===== src/rtl/huffman_decoder.sv =====
// Serial Huffman decoder: latches a six-entry code table, then shifts in one bit per cycle and emits symbols 1..6.
// Optional per-symbol histogram counters DCNT1..DCNT6 are built when HUFFMAN_DECODER_HIST_EN is defined.
module huffman_decoder #(
    parameter int MAX_LEN = 8,
    parameter int CNT_W   = 16
) (
    input  logic             clk,
    input  logic             reset,
    input  logic             code_valid,
    input  logic [7:0]       HC1,
    input  logic [7:0]       HC2,
    input  logic [7:0]       HC3,
    input  logic [7:0]       HC4,
    input  logic [7:0]       HC5,
    input  logic [7:0]       HC6,
    input  logic [7:0]       M1,
    input  logic [7:0]       M2,
    input  logic [7:0]       M3,
    input  logic [7:0]       M4,
    input  logic [7:0]       M5,
    input  logic [7:0]       M6,
    input  logic             bit_valid,
    input  logic             bit_in,
    output logic             bit_ready,
    output logic             sym_valid,
    output logic [7:0]       sym_data,
    output logic             dec_err,
    output logic [CNT_W-1:0] sym_total,
    output logic [7:0]       DCNT1,
    output logic [7:0]       DCNT2,
    output logic [7:0]       DCNT3,
    output logic [7:0]       DCNT4,
    output logic [7:0]       DCNT5,
    output logic [7:0]       DCNT6
);

    typedef enum logic [0:0] {S_IDLE = 1'b0, S_RUN = 1'b1} state_t;

    localparam logic [3:0] MAX_LEN_C = 4'(MAX_LEN);

    function automatic logic [3:0] popcount8(input logic [7:0] v);
        logic [3:0] c;
        c = 4'd0;
        for (int k = 0; k < 8; k++) begin
            c = c + {3'd0, v[k]};
        end
        return c;
    endfunction

    state_t           state_r, state_n;
    logic [7:0]       hc_in_s [6];
    logic [7:0]       m_in_s  [6];
    logic [7:0]       hc_r    [6];
    logic [7:0]       m_r     [6];
    logic [3:0]       lc_r    [6];
    logic [7:0]       acc_r, acc_n_s;
    logic [3:0]       len_r, len_n_s;
    logic [5:0]       match_s;
    logic             hit_s;
    logic [7:0]       idx_s;
    logic             load_s, shift_s;
    logic             ready_r, sym_valid_r, dec_err_r;
    logic [7:0]       sym_data_r;
    logic [CNT_W-1:0] sym_total_r;

    assign hc_in_s[0] = HC1;  assign m_in_s[0] = M1;
    assign hc_in_s[1] = HC2;  assign m_in_s[1] = M2;
    assign hc_in_s[2] = HC3;  assign m_in_s[2] = M3;
    assign hc_in_s[3] = HC4;  assign m_in_s[3] = M4;
    assign hc_in_s[4] = HC5;  assign m_in_s[4] = M5;
    assign hc_in_s[5] = HC6;  assign m_in_s[5] = M6;

    // State register.
    always_ff @(posedge clk) begin
        if (reset) begin
            state_r <= S_IDLE;
        end else begin
            state_r <= state_n;
        end
    end

    // Next state: the table is taken once, then frozen until reset.
    always_comb begin
        state_n = state_r;
        load_s  = 1'b0;
        shift_s = 1'b0;
        case (state_r)
            S_IDLE: begin
                if (code_valid) begin
                    state_n = S_RUN;
                    load_s  = 1'b1;
                end else begin
                    state_n = S_IDLE;
                end
            end
            S_RUN: begin
                state_n = S_RUN;
                shift_s = bit_valid;
            end
            default: state_n = S_IDLE;
        endcase
    end

    // Candidate accumulator and table match; lowest index wins on an illegal table.
    always_comb begin
        acc_n_s = {acc_r[6:0], bit_in};
        len_n_s = len_r + 4'd1;
        match_s = 6'b000000;
        for (int i = 0; i < 6; i++) begin
            match_s[i] = (m_r[i] != 8'h00) && (len_n_s == lc_r[i]) &&
                         ((acc_n_s & m_r[i]) == (hc_r[i] & m_r[i]));
        end
        hit_s = |match_s;
        casez (match_s)
            6'b?????1: idx_s = 8'd1;
            6'b????10: idx_s = 8'd2;
            6'b???100: idx_s = 8'd3;
            6'b??1000: idx_s = 8'd4;
            6'b?10000: idx_s = 8'd5;
            6'b100000: idx_s = 8'd6;
            default:   idx_s = 8'd0;
        endcase
    end

    // Table capture, bit accumulation and registered outputs.
    always_ff @(posedge clk) begin
        if (reset) begin
            for (int i = 0; i < 6; i++) begin
                hc_r[i] <= 8'h00;
                m_r[i]  <= 8'h00;
                lc_r[i] <= 4'd0;
            end
            acc_r       <= 8'h00;
            len_r       <= 4'd0;
            ready_r     <= 1'b0;
            sym_valid_r <= 1'b0;
            sym_data_r  <= 8'h00;
            dec_err_r   <= 1'b0;
            sym_total_r <= {CNT_W{1'b0}};
        end else begin
            sym_valid_r <= 1'b0;
            dec_err_r   <= 1'b0;
            ready_r     <= (state_n == S_RUN);
            if (load_s) begin
                for (int i = 0; i < 6; i++) begin
                    hc_r[i] <= hc_in_s[i];
                    m_r[i]  <= m_in_s[i];
                    lc_r[i] <= popcount8(m_in_s[i]);
                end
            end
            if (shift_s) begin
                if (hit_s) begin
                    sym_valid_r <= 1'b1;
                    sym_data_r  <= idx_s;
                    acc_r       <= 8'h00;
                    len_r       <= 4'd0;
                    if (sym_total_r != {CNT_W{1'b1}}) begin
                        sym_total_r <= sym_total_r + {{(CNT_W-1){1'b0}}, 1'b1};
                    end
                end else if (len_n_s == MAX_LEN_C) begin
                    dec_err_r <= 1'b1;
                    acc_r     <= 8'h00;
                    len_r     <= 4'd0;
                end else begin
                    acc_r <= acc_n_s;
                    len_r <= len_n_s;
                end
            end
        end
    end

    assign bit_ready = ready_r;
    assign sym_valid = sym_valid_r;
    assign sym_data  = sym_data_r;
    assign dec_err   = dec_err_r;
    assign sym_total = sym_total_r;

`ifdef HUFFMAN_DECODER_HIST_EN
    logic [7:0] dcnt_r [6];

    // Per-symbol saturating decode histogram.
    always_ff @(posedge clk) begin
        if (reset) begin
            for (int i = 0; i < 6; i++) begin
                dcnt_r[i] <= 8'h00;
            end
        end else if (shift_s && hit_s) begin
            for (int i = 0; i < 6; i++) begin
                if ((idx_s == 8'(i + 1)) && (dcnt_r[i] != 8'hFF)) begin
                    dcnt_r[i] <= dcnt_r[i] + 8'd1;
                end
            end
        end
    end

    assign DCNT1 = dcnt_r[0];
    assign DCNT2 = dcnt_r[1];
    assign DCNT3 = dcnt_r[2];
    assign DCNT4 = dcnt_r[3];
    assign DCNT5 = dcnt_r[4];
    assign DCNT6 = dcnt_r[5];
`else
    assign DCNT1 = 8'h00;
    assign DCNT2 = 8'h00;
    assign DCNT3 = 8'h00;
    assign DCNT4 = 8'h00;
    assign DCNT5 = 8'h00;
    assign DCNT6 = 8'h00;
`endif

endmodule


===== config.mk =====
export PLATFORM = sky130hd
export DESIGN_NAME = huffman_decoder
export DESIGN_NICKNAME = d
export VERILOG_FILES = /design/src/rtl/huffman_decoder.sv
export SDC_FILE = /design/constraint.sdc
export NUM_CORES = 1
export LEC_CHECK = 0
export ABC_AREA = 0
export CAP_MARGIN = 40
export CORE_ASPECT_RATIO = 0.7
export CORE_UTILIZATION = 52
export DETAILED_ROUTE_END_ITERATION = 8
export PLACE_DENSITY = 0.87
export SYNTH_ARGS = -nofsm -noshare
export SYNTH_HDL_FRONTEND = slang
export SYNTH_SLANG_ARGS = --single-unit

===== constraint.sdc =====
create_clock -name clk -period 5.9 [get_ports clk]
set_input_delay 0.885 -clock clk [delete_from_list [all_inputs] [get_ports clk]]
set_output_delay 0.885 -clock clk [all_outputs]
set_load 0.01 [all_outputs]

## After elaboration in Yosys (flattened, before gate mapping)

Memory sizes are Yosys's and may differ from the RTL's.
Cells that the tools add are included.

- Register bits: 38
- Bits in writable memories: 120
- Input port bits: 101
- Output and inout port bits: 75
- Word-level logic and storage cells: 162
- Memories kept: 3

- Add/subtract/negate cells: 44
- Equal/unequal tests: 19
- Muxes and demuxes: 34
- Bitwise gates (word level): 32
- Reduce and logical (&&, ||, !) cells: 23

Memories:

| memory | words | width | rd ports | clocked after Yosys merged registers in | wr ports | RTL line | source |
|---|---|---|---|---|---|---|---|
| hc_r | 6 | 8 | 6 | 0 | 6 | 53 | `logic [7:0] hc_r [6];` |
| m_r | 6 | 8 | 6 | 0 | 6 | 54 | `logic [7:0] m_r [6];` |
| lc_r | 6 | 4 | 6 | 0 | 6 | 55 | `logic [3:0] lc_r [6];` |

Operators with widths:

| kind | count |
|---|---|
| $add 4x1->4 | 24 |
| $and 8x8->8 | 12 |
| $mux 8 | 12 |
| $eq 8x8->1 | 6 |
| $reduce_bool 8->1 | 6 |
| $mux 4 | 8 |
| $add 3x1->4 | 6 |
| $eq 4x4->1 | 6 |
| $add 2x1->3 | 6 |
| $or 1x1->1 | 18 |
| $pmux 3 s6 | 1 |
| $add 16x1->16 const B | 1 |
| $ne 16x16->1 const B | 1 |
| $mux 7 | 2 |
| $add 1x1->2 | 6 |
| $logic_and 1x1->1 | 12 |
| $mux 1 | 10 |
| $eq 4x4->1 const B | 2 |
| $reduce_or 8->1 | 1 |
| $eq 6x6->1 const B | 1 |
| $reduce_or 6->1 | 1 |
| $eq 5x5->1 const B | 1 |
| $add 4x1->4 const B | 1 |
| $eq 3x3->1 const B | 1 |
| other kinds (6) | 7 |

## Logic depth before layout (Yosys ltp)

- Word-level depth: 8
- Gate-level depth with buffers: 12
- Mapped depth without buffers: 10

## Worst setup path after synthesis

OpenSTA, ideal clock, no wires.

- Path type: input-to-reg
- Start: input port reset
- End: memory hc_r[0][0] (enable)
- Library setup time: 500 ps
- Arrival time: 4331 ps
- Required time: 5400 ps
- Setup slack: 1069 ps
- Cell stages on the path: 3
- Path buffers: 2
- Path through: clkbuf_1 -> clkbuf_1 -> nand2b_1

RTL lines:

| element | RTL line | source |
|---|---|---|
| from (decl) | 8 | `input logic reset,` |
| to (decl) | 53 |  |

## Worst setup path after layout

- Start: register len_r[0]
- End: register sym_total_r[7], in the netlist sym_total[7]

- Cells in the longest elaborated chain, start to end: 6
- Elaborated cells on any way between the ends: 21
- Classes of those cells: add/sub: 1; eq/ne: 6; reduce/logical: 14

Ends and longest elaborated chain:

| element | RTL line | source |
|---|---|---|
| from (decl) | 57 | `logic [3:0] len_r, len_n_s;` |
| from (signal assigned) | 166 | `len_r <= len_n_s;` |
| $add 4x1->4 * | 107 | `len_n_s = len_r + 4'd1;` |
| $eq 4x4->1 | 110 | `match_s[i] = (m_r[i] != 8'h00) && (len_n_s == lc_r[i]) &&` |
| $logic_and 1x1->1 (2 in series) | 110 |  |
| $reduce_or 6->1 * | 113 | `hit_s = \|match_s;` |
| $reduce_and 3->1 (no source line) * | -- |  |
| to (signal assigned) | 139 | `sym_total_r <= {CNT_W{1'b0}};` |
| to (signal assigned) | 158 | `sym_total_r <= sym_total_r + {{(CNT_W-1){1'b0}}, 1'b1};` |
| to (decl) | 64 | `logic [CNT_W-1:0] sym_total_r;` |

Every way passes the cells marked *; elsewhere a longest branch is shown, timed or not.
A chain may end at the register's enable or synchronous reset.

==> impl_results.html <==
<table>
<tr><th>Metric</th><th>Value</th></tr>
<tr><th colspan="2">Status</th></tr>
<tr><td>Result of the run</td><td>finished clean</td></tr>
<tr><th colspan="2">Worst setup path</th></tr>
<tr><td>Crit path required time</td><td>around 6300 ps</td></tr>
<tr><td>Largest fanout of any net on the critical path</td><td>32</td></tr>
<tr><td>Reg-to-reg critical path startpoint</td><td>len_r[0]$_SDFFE_PP0P_</td></tr>
<tr><td>Class of the most critical setup path</td><td>reg2reg</td></tr>
<tr><td>Destination of the worst register-to-register timing path</td><td>sym_total[7]$_SDFFE_PP0P_</td></tr>
<tr><td>Worst-case register-to-register setup slack</td><td>around 2200 ps</td></tr>
<tr><td>Startpoint kind of the worst setup timing path</td><td>flop</td></tr>
<tr><td>FF-to-FF path depth</td><td>9</td></tr>
<tr><td>Nature of the critical path endpoint</td><td>flop</td></tr>
<tr><td>Arrival time worst endpoint</td><td>4040 ps</td></tr>
<tr><th colspan="2">Logic synthesis</th></tr>
<tr><td>Synth area leaders</td><td>sky130_fd_sc_hd__edfxtp_1, sky130_fd_sc_hd__dfxtp_1, sky130_fd_sc_hd__xor2_1, sky130_fd_sc_hd__and2_1, sky130_fd_sc_hd__fa_1</td></tr>
<tr><td>Flops &amp; latches, synth</td><td>around 150</td></tr>
<tr><td>Sequential element share of the synthesized area</td><td>approximately half</td></tr>
<tr><td>Synth warn</td><td>0</td></tr>
<tr><td>Cell area after synthesis</td><td>8410 sq um</td></tr>
<tr><td>Avg Inst Size Synth</td><td>about 11 sq um</td></tr>
<tr><td>Share of the synthesized area in the top cell type</td><td>approximately 43%</td></tr>
<tr><td>Cell type with the largest total area after synthesis</td><td>sky130_fd_sc_hd__edfxtp_1</td></tr>
<tr><td>Synth cell types</td><td>between 40 and 50</td></tr>
<tr><td>Post-synthesis instance total</td><td>~740</td></tr>
<tr><th colspan="2">Finish</th></tr>
<tr><td>NumNets Final</td><td>slightly below 1000</td></tr>
<tr><td>Filler cell count in the final layout</td><td>1200</td></tr>
<tr><td>Proportion of layout cells with a drive suffix above 1</td><td>~5.6%</td></tr>
<tr><td>Post-route non-filler standard cell count</td><td>roughly 1100</td></tr>
<tr><td>Diodes inserted</td><td>0</td></tr>
<tr><td>Layout-stage area growth over the synthesis result</td><td>21.3%</td></tr>
<tr><td>Final non-filler cell area</td><td>approximately 10000 sq um</td></tr>
<tr><td>Share of the core filled with cells</td><td>65.2%</td></tr>
<tr><th colspan="2">Detailed routing</th></tr>
<tr><td>Routed Antenna Nets</td><td>0</td></tr>
<tr><td>Routed vias/inst</td><td>between 5 and 6</td></tr>
<tr><td>Total DRC errors in the routed layout</td><td>0</td></tr>
<tr><td>Total wire length after detailed routing</td><td>between 15000 and 20000 um</td></tr>
<tr><td>Router iterations before antenna repair</td><td>7</td></tr>
<tr><td>Routed wire length per instance</td><td>17.1 um</td></tr>
<tr><td>Total via count after detailed routing</td><td>approximately 5600</td></tr>
<tr><td>DRC marker count from the first detailed-route iteration</td><td>slightly above 400</td></tr>
<tr><th colspan="2">Timing</th></tr>
<tr><td>Max-slew violations</td><td>0</td></tr>
<tr><td>Worst setup skew after layout</td><td>around 10 ps</td></tr>
<tr><td>Final sum of negative setup slack</td><td>0 ps</td></tr>
<tr><td>Final worst slack</td><td>between 2000 and 2500 ps</td></tr>
<tr><td>Unrepaired setup endpoints after global routing</td><td>no</td></tr>
<tr><td>Hold Vio Cnt, Final</td><td>0</td></tr>
<tr><td>Measured slew at the worst slew-check pin</td><td>about 860 ps</td></tr>
<tr><td>Min Tclk post-route</td><td>around 3700 ps</td></tr>
<tr><td>Number of setup violations in the final report</td><td>0</td></tr>
<tr><td>Post-Route Hold Slack</td><td>approximately 460 ps</td></tr>
<tr><td>Worst-case headroom to the max-slew limit</td><td>42.3%</td></tr>
<tr><td>Final worst path period share</td><td>between 60% and 70%</td></tr>
<tr><td>Maximum clock frequency</td><td>0.271 GHz</td></tr>
<tr><th colspan="2">Clock tree</th></tr>
<tr><td>Number of post-CTS setup repair buffers</td><td>0</td></tr>
<tr><td>Clock tree root buffer cell</td><td>sky130_fd_sc_hd__clkbuf_16</td></tr>
<tr><td>Hold buffer count at CTS</td><td>0</td></tr>
<tr><td>CTS sink count</td><td>between 150 and 200</td></tr>
<tr><td>Clock-pin transition on the worst setup and hold timing paths</td><td>about 60 ps</td></tr>
<tr><td>Number of levels in the clock H-tree</td><td>4</td></tr>
<tr><td>Max clock buf depth</td><td>2</td></tr>
<tr><td>Number of CTS-inserted buffers</td><td>17</td></tr>
<tr><td>Clock tree from TritonCTS</td><td>done</td></tr>
<tr><td>Post-cts resize count</td><td>0</td></tr>
<tr><td>Clock latency of the later-clocked register in the worst-skew pair</td><td>420 ps</td></tr>
<tr><th colspan="2">Floorplanning</th></tr>
<tr><td>Starting Density</td><td>53.7%</td></tr>
<tr><td>Die X-Extent</td><td>154 um</td></tr>
<tr><td>Die Outline Area</td><td>roughly 17000 sq um</td></tr>
<tr><td>Standard-cell row count</td><td>38</td></tr>
<tr><td>Die outline height</td><td>about 110 um</td></tr>
<tr><td>Core area</td><td>~16000 sq um</td></tr>
<tr><td>Number of top-level design ports</td><td>176</td></tr>
<tr><th colspan="2">Hold path</th></tr>
<tr><td>Worst min-delay path startpoint</td><td>sym_data[0]$_SDFFE_PP0P_</td></tr>
<tr><td>Worst min-delay path class</td><td>reg2reg</td></tr>
<tr><td>Hold path endpoint</td><td>sym_data[0]$_SDFFE_PP0P_</td></tr>
<tr><td>Count of cells along the worst hold path</td><td>2</td></tr>
<tr><th colspan="2">Placement</th></tr>
<tr><td>Number of port buffers</td><td>~120</td></tr>
<tr><td>Final Wtd Congestion</td><td>0.850</td></tr>
<tr><td>Placed wire-length estimate after detailed placement</td><td>between 10000 and 15000 um</td></tr>
<tr><td>Place WS</td><td>~1800 ps</td></tr>
<tr><td>Cell Count Post-Placement</td><td>1028</td></tr>
<tr><td>Post-placement cell area</td><td>about 9600 sq um</td></tr>
<tr><th colspan="2">Pwr</th></tr>
<tr><td>Sum of internal, switching and leakage power</td><td>a little under 3 mW</td></tr>
<tr><td>Static Leak</td><td>4.27 nW</td></tr>
<tr><td>Power Dens Cells</td><td>288 nW/um^2</td></tr>
<tr><td>Maximum vdd ir drop</td><td>0.185 mV</td></tr>
<tr><th colspan="2">Job</th></tr>
<tr><td>Maximum Capacitance Violations</td><td>0</td></tr>
<tr><th colspan="2">GRT</th></tr>
<tr><td>Remaining global-route overflow</td><td>0</td></tr>
<tr><td>Largest net degree at the start of global routing</td><td>80</td></tr>
<tr><td>Antenna violations before repair</td><td>0</td></tr>
<tr><td>Total global routing track utilization</td><td>22.7%</td></tr>
<tr><td>Number of global-route vias before repair</td><td>5521</td></tr>
<tr><td>Global-route wire length before repair</td><td>around 29000 um</td></tr>
</table>
-- sequential cells by signal, summed over array words and instances (netlist names) --
name	count
m_r	48
sym_total	16
bit_ready	1
len_r	4
dec_err	1
hc_r	48
acc_r	7
lc_r	24
sym_data	3
sym_valid	1
-- synth_stat cells (all sizes together) --
cell type	instances
o31ai	13
fa	24
nand4	9
a22oi	20
o21ai	7
or2	5
a221oi	2
ha	20
a2111oi	1
or3	3
edfxtp	120
a211oi	7
conb	1
nor2b	5
a22o	11
a41o	2
or4	9
mux2i	2
nand2	11
and4	1
a21o	1
nand2b	4
nor3b	6
buf	66
and2	82
nor4	12
and3	7
mux2	3
a21oi	17
dfxtp	33
nor2	49
xor2	63
nand3	13
xnor2	17
inv	61
clkbuf	20
nor4bb	1
nor3	8
-- cell type report --
class | instances | area [sq um] | share of cell area [%]
flip-flops and latches | 153 | 4260 | 41.8
multi-input cells | 488 | 3570 | 35.0
repair buffers | 126 | 1250 | 12.3
clock buffers | 19 | 433 | 4.24
well taps | 200 | 250 | 2.45
inverters | 61 | 229 | 2.25
clock inverters | 13 | 200 | 1.96
-- power breakdown --
group | leakage, nW | switching [mW] | internal [mW] | total [mW]
Combinational | 2.41 | 0.252 | 0.212 | 0.463
Sequential | 1.56 | 0.0459 | 1.25 | 1.29
Clock | 0.302 | 0.430 | 0.748 | 1.18
Total | 4.27 | 0.728 | 2.21 | 2.93
-- worst max-delay path: stages (launching register included) --
cell and delay [ps]:
sky130_fd_sc_hd__dfxtp_1 690, sky130_fd_sc_hd__ha_1 330, sky130_fd_sc_hd__xor2_2 560, sky130_fd_sc_hd__xnor2_1 200, sky130_fd_sc_hd__nand4_1 130, sky130_fd_sc_hd__nor3_1 620, sky130_fd_sc_hd__nor3_2 120, sky130_fd_sc_hd__and2_4 290
sky130_fd_sc_hd__or4_1 530, sky130_fd_sc_hd__a21oi_1 140
-- how the worst max path moves through the flow --
stage                               start                    endpoint  slack [ps]  depth (start not counted)
detailed placement                  M3[0]    lc_r[2][2]$_SDFFCE_PN0P_        1840                         10
floorplan                           reset    hc_r[0][0]$_SDFFCE_PN0P_        1070                          3
CTS                 len_r[0]$_SDFFE_PP0P_  sym_total[11]$_SDFFE_PP0P_        2230                          9
global placement                    M2[0]    lc_r[1][2]$_SDFFCE_PN0P_        1940                         11
global route        len_r[0]$_SDFFE_PP0P_  sym_total[15]$_SDFFE_PP0P_        1940                          9
finish              len_r[0]$_SDFFE_PP0P_   sym_total[7]$_SDFFE_PP0P_        2210                          9
-- per-layer routing --
layer	track usage, %	wire [um]	vias to the layer above
met3	4.41	1230	25
met2	36.6	8560	212
met1	30.8	8060	2673
met4	8.29	268	0
li1	-	-	2646
met5	0	0	-
-- layout by cell type (no fill, tap or decap), types with 4 or more instances in the layout --
master and count:
sky130_fd_sc_hd__nor3b_1 6, sky130_fd_sc_hd__edfxtp_1 120, sky130_fd_sc_hd__a22oi_1 20, sky130_fd_sc_hd__o21ai_0 7, sky130_fd_sc_hd__xnor2_1 17, sky130_fd_sc_hd__a21oi_1 17
sky130_fd_sc_hd__nand3_1 12, sky130_fd_sc_hd__ha_1 20, sky130_fd_sc_hd__conb_1 53, sky130_fd_sc_hd__nand4_1 9, sky130_fd_sc_hd__buf_4 4, sky130_fd_sc_hd__and3_1 7
sky130_fd_sc_hd__o31ai_1 13, sky130_fd_sc_hd__nor3_1 7, sky130_fd_sc_hd__xor2_1 61, sky130_fd_sc_hd__a22o_1 11, sky130_fd_sc_hd__nor4_1 12, sky130_fd_sc_hd__or2_2 5
sky130_fd_sc_hd__a211oi_1 7, sky130_fd_sc_hd__and2_1 81, sky130_fd_sc_hd__or4_1 9, sky130_fd_sc_hd__inv_1 61, sky130_fd_sc_hd__clkdlybuf4s50_1 122, sky130_fd_sc_hd__fa_1 24
sky130_fd_sc_hd__nand2_1 11, sky130_fd_sc_hd__bufinv_16 5, sky130_fd_sc_hd__clkbuf_16 17, sky130_fd_sc_hd__nor2_1 48, sky130_fd_sc_hd__dfxtp_1 33, sky130_fd_sc_hd__nor2b_1 5
-- kinds of logic after synthesis --
group	Yosys count	synth area share, %
buffers and inverters	147	9.29
flip-flops	153	50.7
XOR/XNOR	80	8.65
adder cells (fa/ha/maj)	44	8.69
other	1	0.0446
AND/OR/NAND/NOR	225	15.1
multiplexers	5	0.640
AO/OA/AOI/OAI	81	6.86
Power figures use the tool's default switching activity.
